[src/rtl/seq_pkg.sv]
// seq_pkg: shared shifter state encoding and default serializer sizing
package seq_pkg;
    localparam int DEF_WIDTH = 4;
    localparam int DEF_DEPTH = 2;
    localparam logic [0:0] IDLE  = 1'b0;
    localparam logic [0:0] SHIFT = 1'b1;
endpackage

[src/rtl/nibble_fifo.sv]
// nibble_fifo: word buffer with wrapping pointers and an occupancy count
module nibble_fifo #(
    parameter int WIDTH = 4,
    parameter int DEPTH = 2
) (
    input  logic                       clk,
    input  logic                       rst,
    input  logic                       push,
    input  logic                       pop,
    input  logic [WIDTH-1:0]           din,
    output logic [WIDTH-1:0]           dout,
    output logic [$clog2(DEPTH):0]     count,
    output logic                       full,
    output logic                       empty
);
    localparam int AW = $clog2(DEPTH);
    logic [WIDTH-1:0] mem [DEPTH];
    logic [AW-1:0] wr_ptr, rd_ptr;
    logic do_push, do_pop;
    assign full    = count == (AW+1)'(DEPTH);
    assign empty   = count == '0;
    assign do_push = push && !full;
    assign do_pop  = pop && !empty;
    assign dout    = mem[rd_ptr];
    always_ff @(posedge clk or negedge rst) begin
        if (!rst) begin
            wr_ptr <= '0;
            rd_ptr <= '0;
            count  <= '0;
        end else begin
            wr_ptr <= do_push ? wr_ptr + AW'(1) : wr_ptr;
            rd_ptr <= do_pop ? rd_ptr + AW'(1) : rd_ptr;
            count  <= count + (AW+1)'(do_push) - (AW+1)'(do_pop);
        end
    end
    always_ff @(posedge clk) begin
        if (do_push) mem[wr_ptr] <= din;
    end
endmodule

[src/rtl/nibble_serializer.sv]
// nibble_serializer: buffers parallel words and shifts them out one bit per enabled cycle
module nibble_serializer
    import seq_pkg::*;
#(
    parameter int WIDTH     = DEF_WIDTH,
    parameter int DEPTH     = DEF_DEPTH,
    parameter int MSB_FIRST = 1
) (
    input  logic             clk,
    input  logic             rst,
    input  logic [WIDTH-1:0] in_data,
    input  logic             in_valid,
    output logic             in_ready,
    input  logic             out_en,
    output logic             out_bit,
    output logic             out_valid,
    output logic             out_last,
    output logic             busy
);
    localparam int CW = $clog2(WIDTH);
    localparam logic [CW-1:0] LAST = CW'(WIDTH - 1);
    logic [0:0] state;
    logic [CW-1:0] cnt;
    logic [WIDTH-1:0] sreg, head, shifted;
    logic [$clog2(DEPTH):0] count;
    logic full, empty, pop;
    nibble_fifo #(.WIDTH(WIDTH), .DEPTH(DEPTH)) u_fifo (
        .clk(clk), .rst(rst), .push(in_valid), .pop(pop), .din(in_data),
        .dout(head), .count(count), .full(full), .empty(empty)
    );
    assign in_ready  = !full;
    assign out_valid = state == SHIFT;
    assign out_last  = out_valid && cnt == LAST;
    assign out_bit   = out_valid && (MSB_FIRST != 0 ? sreg[WIDTH-1] : sreg[0]);
    assign busy      = out_valid || count != '0;
    assign shifted   = MSB_FIRST != 0 ? {sreg[WIDTH-2:0], 1'b0} : {1'b0, sreg[WIDTH-1:1]};
    // Reloading on the last consumed bit keeps back-to-back words gapless
    assign pop = !empty && (state == IDLE || (out_en && out_last));
    always_ff @(posedge clk or negedge rst) begin
        if (!rst) begin
            state <= IDLE;
            cnt   <= '0;
            sreg  <= '0;
        end else if (pop) begin
            state <= SHIFT;
            cnt   <= '0;
            sreg  <= head;
        end else if (out_valid && out_en) begin
            state <= out_last ? IDLE : SHIFT;
            cnt   <= out_last ? '0 : cnt + CW'(1);
            sreg  <= out_last ? '0 : shifted;
        end
    end
endmodule

[config.mk]
export PLATFORM = sky130hd
export DESIGN_NAME = nibble_serializer
export DESIGN_NICKNAME = d
export VERILOG_FILES = /design/src/rtl/seq_pkg.sv /design/src/rtl/nibble_fifo.sv /design/src/rtl/nibble_serializer.sv
export SDC_FILE = /design/constraint.sdc
export NUM_CORES = 1
export LEC_CHECK = 0
export CAP_MARGIN = 10
export CORE_MARGIN = 4
export CORE_UTILIZATION = 40
export DETAILED_ROUTE_END_ITERATION = 12
export DONT_BUFFER_PORTS = 1
export SKIP_LAST_GASP = 1
export SYNTH_ARGS = -nofsm -noshare
export SYNTH_HDL_FRONTEND = slang
export SYNTH_SLANG_ARGS = --single-unit
[constraint.sdc]
create_clock -name clk -period 3.7 [get_ports clk]
set_clock_uncertainty 0.1 [all_clocks]
set_input_delay 0 -clock clk [delete_from_list [all_inputs] [get_ports clk]]
set_output_delay 0 -clock clk [all_outputs]
set_load 0.01 [all_outputs]
==> qor.csv, run 1 <==
metric,value,unit
Final Max Tran Viols,0,
synth top area cells,"dfrtp_1 (32%), edfxtp_1 (28%), ha_1 (4.4%)",
"Data required, critical path",3820,ps
Total Wirelength,1480,um
top-count cell post-synth,dfrtp_1,
HPWL after DPL,1040,um
Critical Path Source,cnt[0],
via count,527,
Synth area leader,dfrtp_1,
Layout area overhead,12.1,%
Yosys cell types,26,
sequential area share after synthesis,0.601,
Cells after Synth,66,
outcome,completed,
vias in the first global route,528,
CTS root buf,clkbuf_4,
Synth top area share,0.321,
worst hold-check path type,input port to flip-flop,
Post-layout nets,86,
final setup vio count,0,
DIE WIDTH,54.3,um
Placement Setup Slack,1600,ps
clock transition at the registers of the reported paths,110,ps
Worst IR Drop VDD,330,uV
largest net degree at the start of global routing,12,
Overall Global Routing Usage,0.122,
"Clk Latency, worst-skew pair",300,ps
cell area after synthesis,857,sq um
Max Cap Viol,0,
asr flop ratio synth,0.579,
num rows,16,
core area,0.00200,sq mm
final hold vios,0,
Ys Warns,0,
WS Path Type,flip-flop to flip-flop,
synthesized area per cell,13.0,sq um
r2r setup slk,1600,ps
TritonRoute pass-1 iters,4,
Die Y,54.3,um
Post-synth top flop,dfrtp_1,
Final ANT Viol Nets,0,
routability-driven placement congestion ratio,0.733,
CTS max path bufs,2,
CTS buffer count,3,
share of cells above drive strength 1,0.108,
TritonCTS clock tree,yes,
Critical Path AT,2230,ps
setup ws final,1600,ps
port bufs,0,
final std cells w/o fill,101,
Tightest Pin Transition,535,ps
Initial Utilization,0.428,
Slew headroom,0.642,
diodes inserted,0,
RSZ-0062 raised after global routing,false,
Power per Cell Area,725,mW/mm^2
Seq cells post-synth,19,
crit-path max FO,5,
total negative setup slack,0,ps
Sink Count,19,
H-tree levels,1,
RR Startpoint,cnt[0],
Iter 0 DRT Violations,4,
number of enable flip-flop cells after synthesis,8,
initial antenna violation count,0,
syn_nets,77,
total die area,0.00295,sq mm
worst hold start,in_valid,
Post-CTS Setup Bufs,0,
first-pass GRT wire length,2440,um
Via density,5.22,
LEAKAGE,0.394,nW
max frequency,475,MHz
io pins,13,
top post-synthesis cells by count,"dfrtp_1 (11), edfxtp_1 (8), a21oi_1 (6)",
WL/cell,14.6,um
Tmin final,2100,ps
Hold WS,2.02,ps
placed insts,90,
fin crit share,0.569,
Residual DRC,0,
nature of the critical path endpoint,flip-flop,
CP startpoint kind,flip-flop,
grt ovf,0,
-- power breakdown --
group / internal [mW] / switching, mW / leakage, nW
registers: 0.300 / 0.0533 / 0.203
clock network: 0.0420 / 0.0630 / 0.0150
logic: 0.118 / 0.121 / 0.176
-- flip-flops by register name, indices dropped and copies added (netlist names) --
signal         flops
sreg               4
u_fifo.count       2
u_fifo.rd_ptr      1
u_fifo.wr_ptr      1
cnt                2
out_valid          1
u_fifo.mem         8
-- through the flow --
stage	util	power, mW	area (sq um)
final	0.480	0.697	961
after global routing	0.480	0.753	961
after CTS	0.480	0.705	961
after detailed placement	0.432	0.591	865
after global placement	0.432	0.578	865
after floorplan	-	0.545	857
-- area by class of cell --
type                    count  area (sq um)
fillers                   187          1040
flip-flops and latches     19           515
multi-input cells          39           297
repair buffers              7          70.1
well taps                  27          33.8
clock buffers               4          26.3
inverters                   5          18.8
-- critical path, stage by stage (launching register included) --
cell and delay, ps:
dfrtp_1 420, ha_1 230, a21bo_2 260, nand2_1 150
inv_1 70, ha_1 270, inv_1 40, ha_1 190
xnor2_1 170, xnor2_1 140
-- placed cells by master (no fill, tap or decap), drive strengths merged --
master / count
a21bo: 1
a31o: 1
nand2: 2
edfxtp: 8
nand3: 1
o22ai: 1
dfrtp: 11
dlygate4sd3: 7
xnor2: 4
and2: 3
ha: 3
mux2: 3
a21boi: 1
a32oi: 3
inv: 5
and3: 1
or2: 1
mux2i: 2
nor2: 1
or3: 1
clkbuf: 4
a21oi: 6
nand2b: 3
nor2b: 1
-- kinds of logic after synthesis --
logic type	count (synthesis)	synth area share
mux	5	0.0628
flops	19	0.601
simple gates	14	0.0949
fa+ha+maj	3	0.0438
buf+inv	8	0.0526
xor+xnor	4	0.0409
compound gates	13	0.104
-- metal layers --
layer / wire length, um / vias up / global-route usage
met3: 92 / 2 / 0.0627
met1: 667 / 260 / 0.154
met5: 0 / - / 0
met2: 708 / 17 / 0.181
li1: - / 248 / -
met4: 10 / 0 / 0.0373
-- path summary, 6_finish.rpt --
| path | cells past startpoint | end |
|---|---|---|
| setup / recovery | 9 | u_fifo.count[1] |
| hold / removal | 1 | u_fifo.mem[1][2] |
| setup reg to reg | 9 | u_fifo.count[1] |
| hold reg to reg | 1 | u_fifo.wr_ptr |
| max in group asynchronous | 1 | u_fifo.count[0] |
| min in group asynchronous | 1 | sreg[2] |
-- repair_timing --
action | in CTS | in global routing
endpoints found under the hold margin | 26 | 0
hold buffers | 7 | 0
gates resized for setup | 0 | 0
No activity file was read; power rests on OpenSTA's default activity.
==> run 2: changes to the inputs <==
- ABC_AREA: default -> 1
- clock period: 3.7 -> 1.8 ns (I/O delays scaled with it)
==> run 2 against run 1 <==
- design area increased by 15%
- clock-buffer cell count decreased by 1
- non-clock buffer count increased by 6
- core utilization increased by 6.8 points
- largest cell class unchanged
==> qor.csv, run 2 <==
metric,value,unit,change
top post-synthesis cells by count,"nand2_1 (38), inv_1 (16), dfrtp_1 (11)",,
top-count cell post-synth,nand2_1,,
share of cells above drive strength 1,0.200,,+0.0919
"commonest cells after routing, fill and taps aside","nand2_1 (36), inv_1 (14), dfrtp_1 (11)",,
Sink Count,19,,unchanged
diodes inserted,0,,unchanged
Die Y,55.0,um,+1.3%
WS Path Type,flip-flop to flip-flop,,
Final ANT Viol Nets,0,,unchanged
TritonRoute pass-1 iters,4,,unchanged
worst path cell trace,ha_2 > nand2_2 > nand2_2 > nand2_4 > inv_4 > ha_4 > inv_2 > ha_4 > xnor2_2 > xor2_1,,
Worst Reg-to-Reg Cells,10,,+1
combinational family with the most area after synthesis,simple AND/OR/NAND/NOR gates,,
register bank with the most flops,u_fifo.mem,,
Cells after Synth,98,,+48%
cell area after synthesis,883,sq um,+3.1%
Critical Path Source,cnt[1],,
setup ws final,39.8,ps,-1560 ps
nature of the critical path endpoint,flip-flop,,
HPWL after DPL,1050,um,+1.8%
max FFs per register,8,,unchanged
DIE WIDTH,55.0,um,+1.3%
r2r setup slk,40,ps,-1560 ps
"Data required, critical path",1890,ps,-1930 ps
mux share of post-synthesis cell area,0,,-0.0628
CP startpoint kind,flip-flop,,
Worst path slowest cell,dfrtp_1,,
CTS max path bufs,2,,unchanged
io pins,13,,unchanged
RSZ-0062 raised after global routing,true,,
"slowest stage delay, CP",400,ps,-20 ps
layout filler cell count,189,,+1.1%
Initial Utilization,0.437,,+0.00876
Util after Layout,0.548,,+0.0676
Placement Setup Slack,-5.50,ps,-1600 ps
vias in the first global route,583,,+10%
final std cells w/o fill,142,,+41%
Yosys cell types,15,,-42%
Final Max Tran Viols,0,,unchanged
Via density,4.48,,-14%
CTS root buf,clkbuf_4,,
largest net degree at the start of global routing,12,,unchanged
total die area,0.00302,sq mm,+2.6%
synth top area cells,"dfrtp_1 (31%), edfxtp_1 (27%), nand2_1 (16%)",,
crit-path max FO,2,,-3
Ys Warns,0,,unchanged
clock transition at the registers of the reported paths,110,ps,about the same
Synth top area share,0.312,,-0.00955
max frequency,568,MHz,+20%
num rows,16,,unchanged
asr flop ratio synth,0.579,,unchanged
Critical Path Sink,u_fifo.count[1],,
simple-gate share of the synthesized area,0.244,,+0.149
Tmin final,1760,ps,-345 ps
Seq cells post-synth,19,,unchanged
TritonCTS clock tree,yes,,
number of enable flip-flop cells after synthesis,8,,unchanged
Post-layout nets,127,,+48%
area of the multi-input gates,345,sq um,+16%
Power per Cell Area,1410,mW/mm^2,+94%
RR Startpoint,cnt[1],,
PnR Total Power,1.56,mW,+120%
Slew headroom,0.655,,+0.0133
worst reg2reg endpoint,u_fifo.count[1],,
Worst IR Drop VDD,724,uV,+120%
"commonest non-fill, non-tap cell in the layout",nand2_1,,
H-tree levels,1,,unchanged
synthesized area per cell,9.01,sq um,-31%
FF/Latch Area,515,sq um,unchanged
Post-synth top flop,dfrtp_1,,
WL/cell,10.3,um,-30%
port bufs,0,,unchanged
LEAKAGE,0.563,nW,+43%
Max Cap Viol,0,,unchanged
Total Wirelength,1460,um,-1.3%
fin crit share,0.978,,+0.409
placed insts,129,,+43%
Synth area leader,dfrtp_1,,
Overall Global Routing Usage,0.116,,-0.00631
syn_nets,109,,+42%
final setup vio count,0,,unchanged
"Clk Latency, worst-skew pair",300,ps,about the same
Hold WS,0.539,ps,-1.48 ps
Synth Area in XOR/XNOR,0.0297,,-0.0111
grt ovf,0,,unchanged
Residual DRC,0,,unchanged
CTS buffer count,3,,unchanged
routability-driven placement congestion ratio,0.680,,-7.3%
Layout area overhead,25.4,%,
initial antenna violation count,0,,unchanged
outcome,completed,,
Synth Area in Adders,0.0425,,-0.00130
worst hold-check path type,input port to asynchronous set/reset pin,,
Iter 0 DRT Violations,11,,+7
Critical Path AT,1850,ps,-380 ps
Compound-Gate Fraction of Synth Area,0.0241,,-0.0796
Tightest Pin Transition,515,ps,-19.9 ps
final hold vios,0,,unchanged
sequential area share after synthesis,0.584,,-0.0179
top flop regs,"u_fifo.mem: 8 flops, sreg: 4 flops",,
via count,636,,+21%
core area,0.00202,sq mm,+1.0%
first-pass GRT wire length,2390,um,-2.3%
## run 2: cell types whose count changed after synthesis, moves of 2 or more
cell / before / now
xnor2_1: 4 / 1
nand2_1: 2 / 38
buf_6: 2 / 0
mux2i_1: 2 / 0
mux2_2: 2 / 0
nand3_1: 1 / 7
nor2_1: 1 / 5
and2_1: 2 / 0
inv_2: 0 / 2
xor2_1: 0 / 2
a32oi_1: 3 / 0
nand2b_1: 3 / 0
inv_1: 5 / 16
a21oi_1: 6 / 0
## run 2: cells by family (layout without fill, tap and decap cells)
group / after synthesis / in the layout
adder cells (fa/ha/maj): 3 / 3
AO/OA/AOI/OAI: 2 / 2
AND/OR/NAND/NOR: 53 / 53
XOR/XNOR: 3 / 3
buffers and inverters: 18 / 35
flip-flops: 19 / 19
## run 2: what timing repair did
| item | CTS | global route |
|---|---|---|
| endpoints found under the setup margin | 1 | 1 |
| resized for setup | 1 | 5 |
| setup buffers | 0 | 2 |
| pin swaps | 3 | 7 |
| endpoints found under the hold margin | 36 | 0 |
| hold buffers | 7 | 0 |
| cloned | 0 | 0 |
## run 2: how the worst min path moves through the flow
stage | endpoint | from | slack, ps
after floorplan | cnt[0] | rst | -400
after global placement | cnt[1] | rst | -400
after detailed placement | cnt[1] | rst | -400
after CTS | sreg[2] | rst | 9
after global routing | cnt[1] | rst | 10
final | sreg[2] | rst | 0.5
## run 2: final cells by class
class                           count  share of cell area
Tap cell                           27              0.0305
Clock inverter                      1             0.00452
Inverter                           18              0.0633
Sequential cell                    19               0.466
Multi-Input combinational cell     61               0.312
Timing Repair Buffer               13               0.104
Clock buffer                        3              0.0203
## run 2: worst max-delay path: cells and delay by family, from the launching register on
kind / cells / cell delay, ps
adders and majority gates: 3 / 590
DFF: 1 / 400
buffers and inverters: 2 / 70
xor gates and xnor gates: 2 / 290
and+or+nand+nor: 3 / 200
## run 2: stage by stage
step / instance area (sq um) / TNS, ps
after global routing: 1110 / -32.4
after floorplan: 896 / 0
after global placement: 960 / 0
after CTS: 1060 / 0
final: 1110 / 0
after detailed placement: 960 / -5.50
## run 2: power breakdown
part	switching [mW]	total [mW]	internal [mW]	leakage [nW]
clock network	0.131	0.213	0.0827	0.0177
registers	0.0766	0.689	0.612	0.208
logic	0.384	0.659	0.275	0.338
total	0.591	1.56	0.970	0.563
## run 2: per-layer routing
layer / part of all wire / global-route usage / up-vias
met5: 0 / 0 / -
met4: 0.012 / 0.0729 / 0
met3: 0.047 / 0.0349 / 2
met2: 0.49 / 0.187 / 14
met1: 0.45 / 0.133 / 286
li1: - / - / 334
==> run 3: changes to the inputs <==
- CORE_MARGIN: 4 -> 2
- MAX_ROUTING_LAYER: default -> met4
==> run 3 against run 2 <==
- the flow now finishes with violations (negative hold slack)
- combinational power fell by 2%
- clock power increased by 2%
- final cell count rose by 0.70%
- sequential cell count unchanged
- critical endpoint unchanged
- critical path type unchanged
- die area decreased by 14%
==> qor.csv, run 3 (synthesis gave the netlist of run 2 again) <==
metric,value,unit,change
busiest layer in global routing,met2,,
port bufs,0,,unchanged
share of cells above drive strength 1,0.191,,-0.00870
Hold WS,-6.02,ps,-6.56 ps
"commonest non-fill, non-tap cell in the layout",nand2_1,,
via count,649,,+2.0%
"Clk Latency, worst-skew pair",310,ps,about the same
Critical Path AT,1880,ps,+30 ps
Max Cap Viol,0,,unchanged
Via density,4.54,,+1.3%
H-tree levels,1,,unchanged
CP startpoint kind,flip-flop,,
Layout area overhead,24.1,%,
clock transition at the registers of the reported paths,110,ps,about the same
total die area,0.00260,sq mm,-14%
LEAKAGE,0.563,nW,-0.14%
"commonest cells after routing, fill and taps aside","nand2_1 (37), inv_1 (14), dfrtp_1 (11)",,
Slew headroom,0.647,,-0.00778
Final Max Tran Viols,0,,unchanged
met2 usage in global routing,0.234,,+0.0468
fin crit share,0.995,,+0.0172
worst hold-check path type,input port to asynchronous set/reset pin,,
CTS max path bufs,2,,unchanged
FF/Latch Area,515,sq um,unchanged
Residual DRC,0,,unchanged
top flop regs,"u_fifo.mem: 8 flops, sreg: 4 flops",,
num rows,17,,+1
Power per Cell Area,1410,mW/mm^2,+0.27%
DIE WIDTH,51.0,um,-7.3%
PnR Total Power,1.55,mW,-0.75%
Placement Setup Slack,15.4,ps,+20.9 ps
first-pass GRT wire length,2680,um,+12%
Total Wirelength,1550,um,+6.0%
GR Util met1,0.160,,+0.0271
core area,0.00215,sq mm,+6.2%
setup ws final,8.80,ps,-31.0 ps
WS Path Type,flip-flop to flip-flop,,
final hold vios,5,,+5
routability-driven placement congestion ratio,0.738,,+8.5%
r2r setup slk,9,ps,-30 ps
largest net degree at the start of global routing,12,,unchanged
vias in the first global route,627,,+7.5%
HPWL after DPL,1120,um,+5.8%
final setup vio count,0,,unchanged
crit-path max FO,2,,unchanged
register bank with the most flops,u_fifo.mem,,
Overall Global Routing Usage,0.150,,+0.0338
CTS buffer count,3,,unchanged
"Data required, critical path",1890,ps,about the same
grt ovf,0,,unchanged
Post-layout nets,127,,unchanged
Util after Layout,0.510,,-0.0375
met3 usage,0.0380,,+0.00316
RSZ-0062 raised after global routing,true,,
area of the multi-input gates,333,sq um,-3.6%
Final ANT Viol Nets,0,,unchanged
failing checks,negative hold slack,,
max FFs per register,8,,unchanged
TritonCTS clock tree,yes,,
CTS root buf,clkbuf_4,,
diodes inserted,0,,unchanged
Worst IR Drop VDD,697,uV,-3.8%
initial antenna violation count,0,,unchanged
WL/cell,10.8,um,+5.3%
Sink Count,19,,unchanged
io pins,13,,unchanged
Die Y,51.0,um,-7.3%
TritonRoute pass-1 iters,4,,unchanged
nature of the critical path endpoint,flip-flop,,
Initial Utilization,0.411,,-0.0257
max frequency,558,MHz,-1.7%
Tightest Pin Transition,527,ps,+11.6 ps
outcome,finished with violations,,
Iter 0 DRT Violations,15,,+4
Tmin final,1790,ps,+31.0 ps
layout filler cell count,208,,+10%
[run 3: report_power, final]
part	internal, mW	switching (mW)
Sequential	0.612	0.0748
Combinational	0.263	0.383
Clock	0.0830	0.134
[run 3: repair_timing]
item,in CTS,in global routing
setup buffers,2,0
resized for setup,4,0
pin swaps,5,1
cloned,0,0
hold buffers,7,0
endpoints found under the hold margin,36,0
endpoints found under the setup margin,1,1
[run 3: final cells by class]
class | count | area share
Sequential cell | 19 | 0.470
Multi-Input combinational cell | 61 | 0.304
Timing Repair Buffer | 13 | 0.105
Inverter | 18 | 0.0639
Tap cell | 28 | 0.0320
Clock buffer | 3 | 0.0205
Clock inverter | 1 | 0.00457
[run 3: worst paths after layout]
check / cells after the start / endpoint / from
worst max-delay path: 10 / u_fifo.count[1] / cnt[0]
worst min-delay path: 1 / sreg[3] / rst
worst max register to register: 10 / u_fifo.count[1] / cnt[0]
worst min register to register: 2 / sreg[1] / sreg[1]
max in group asynchronous: 1 / u_fifo.count[1] / rst
min in group clk: 1 / u_fifo.mem[1][2] / in_data[2]
[run 3: layer usage]
layer / wire length, um / share of wire
met5: 0 / 0
met4: 53 / 0.034
met3: 51 / 0.033
met2: 785 / 0.51
met1: 658 / 0.43
[run 3: stage by stage]
stage / instances / cell area, sq um / setup TNS [ps]
after floorplan: 98 / 896 / 0
after global routing: 143 / 1100 / -89.7
after detailed placement: 130 / 961 / 0
after global placement: 130 / 961 / 0
final: 143 / 1100 / 0
after CTS: 143 / 1100 / 0
[run 3: worst max-delay path, cell delays in order, from the launching register on]
cell	delay (ps)
dfrtp_1	390
ha_2	190
nand2_1	70
nand2_2	70
nand2_4	70
inv_4	40
ha_4	250
inv_2	30
ha_2	180
xnor2_2	130
xor2_1	170
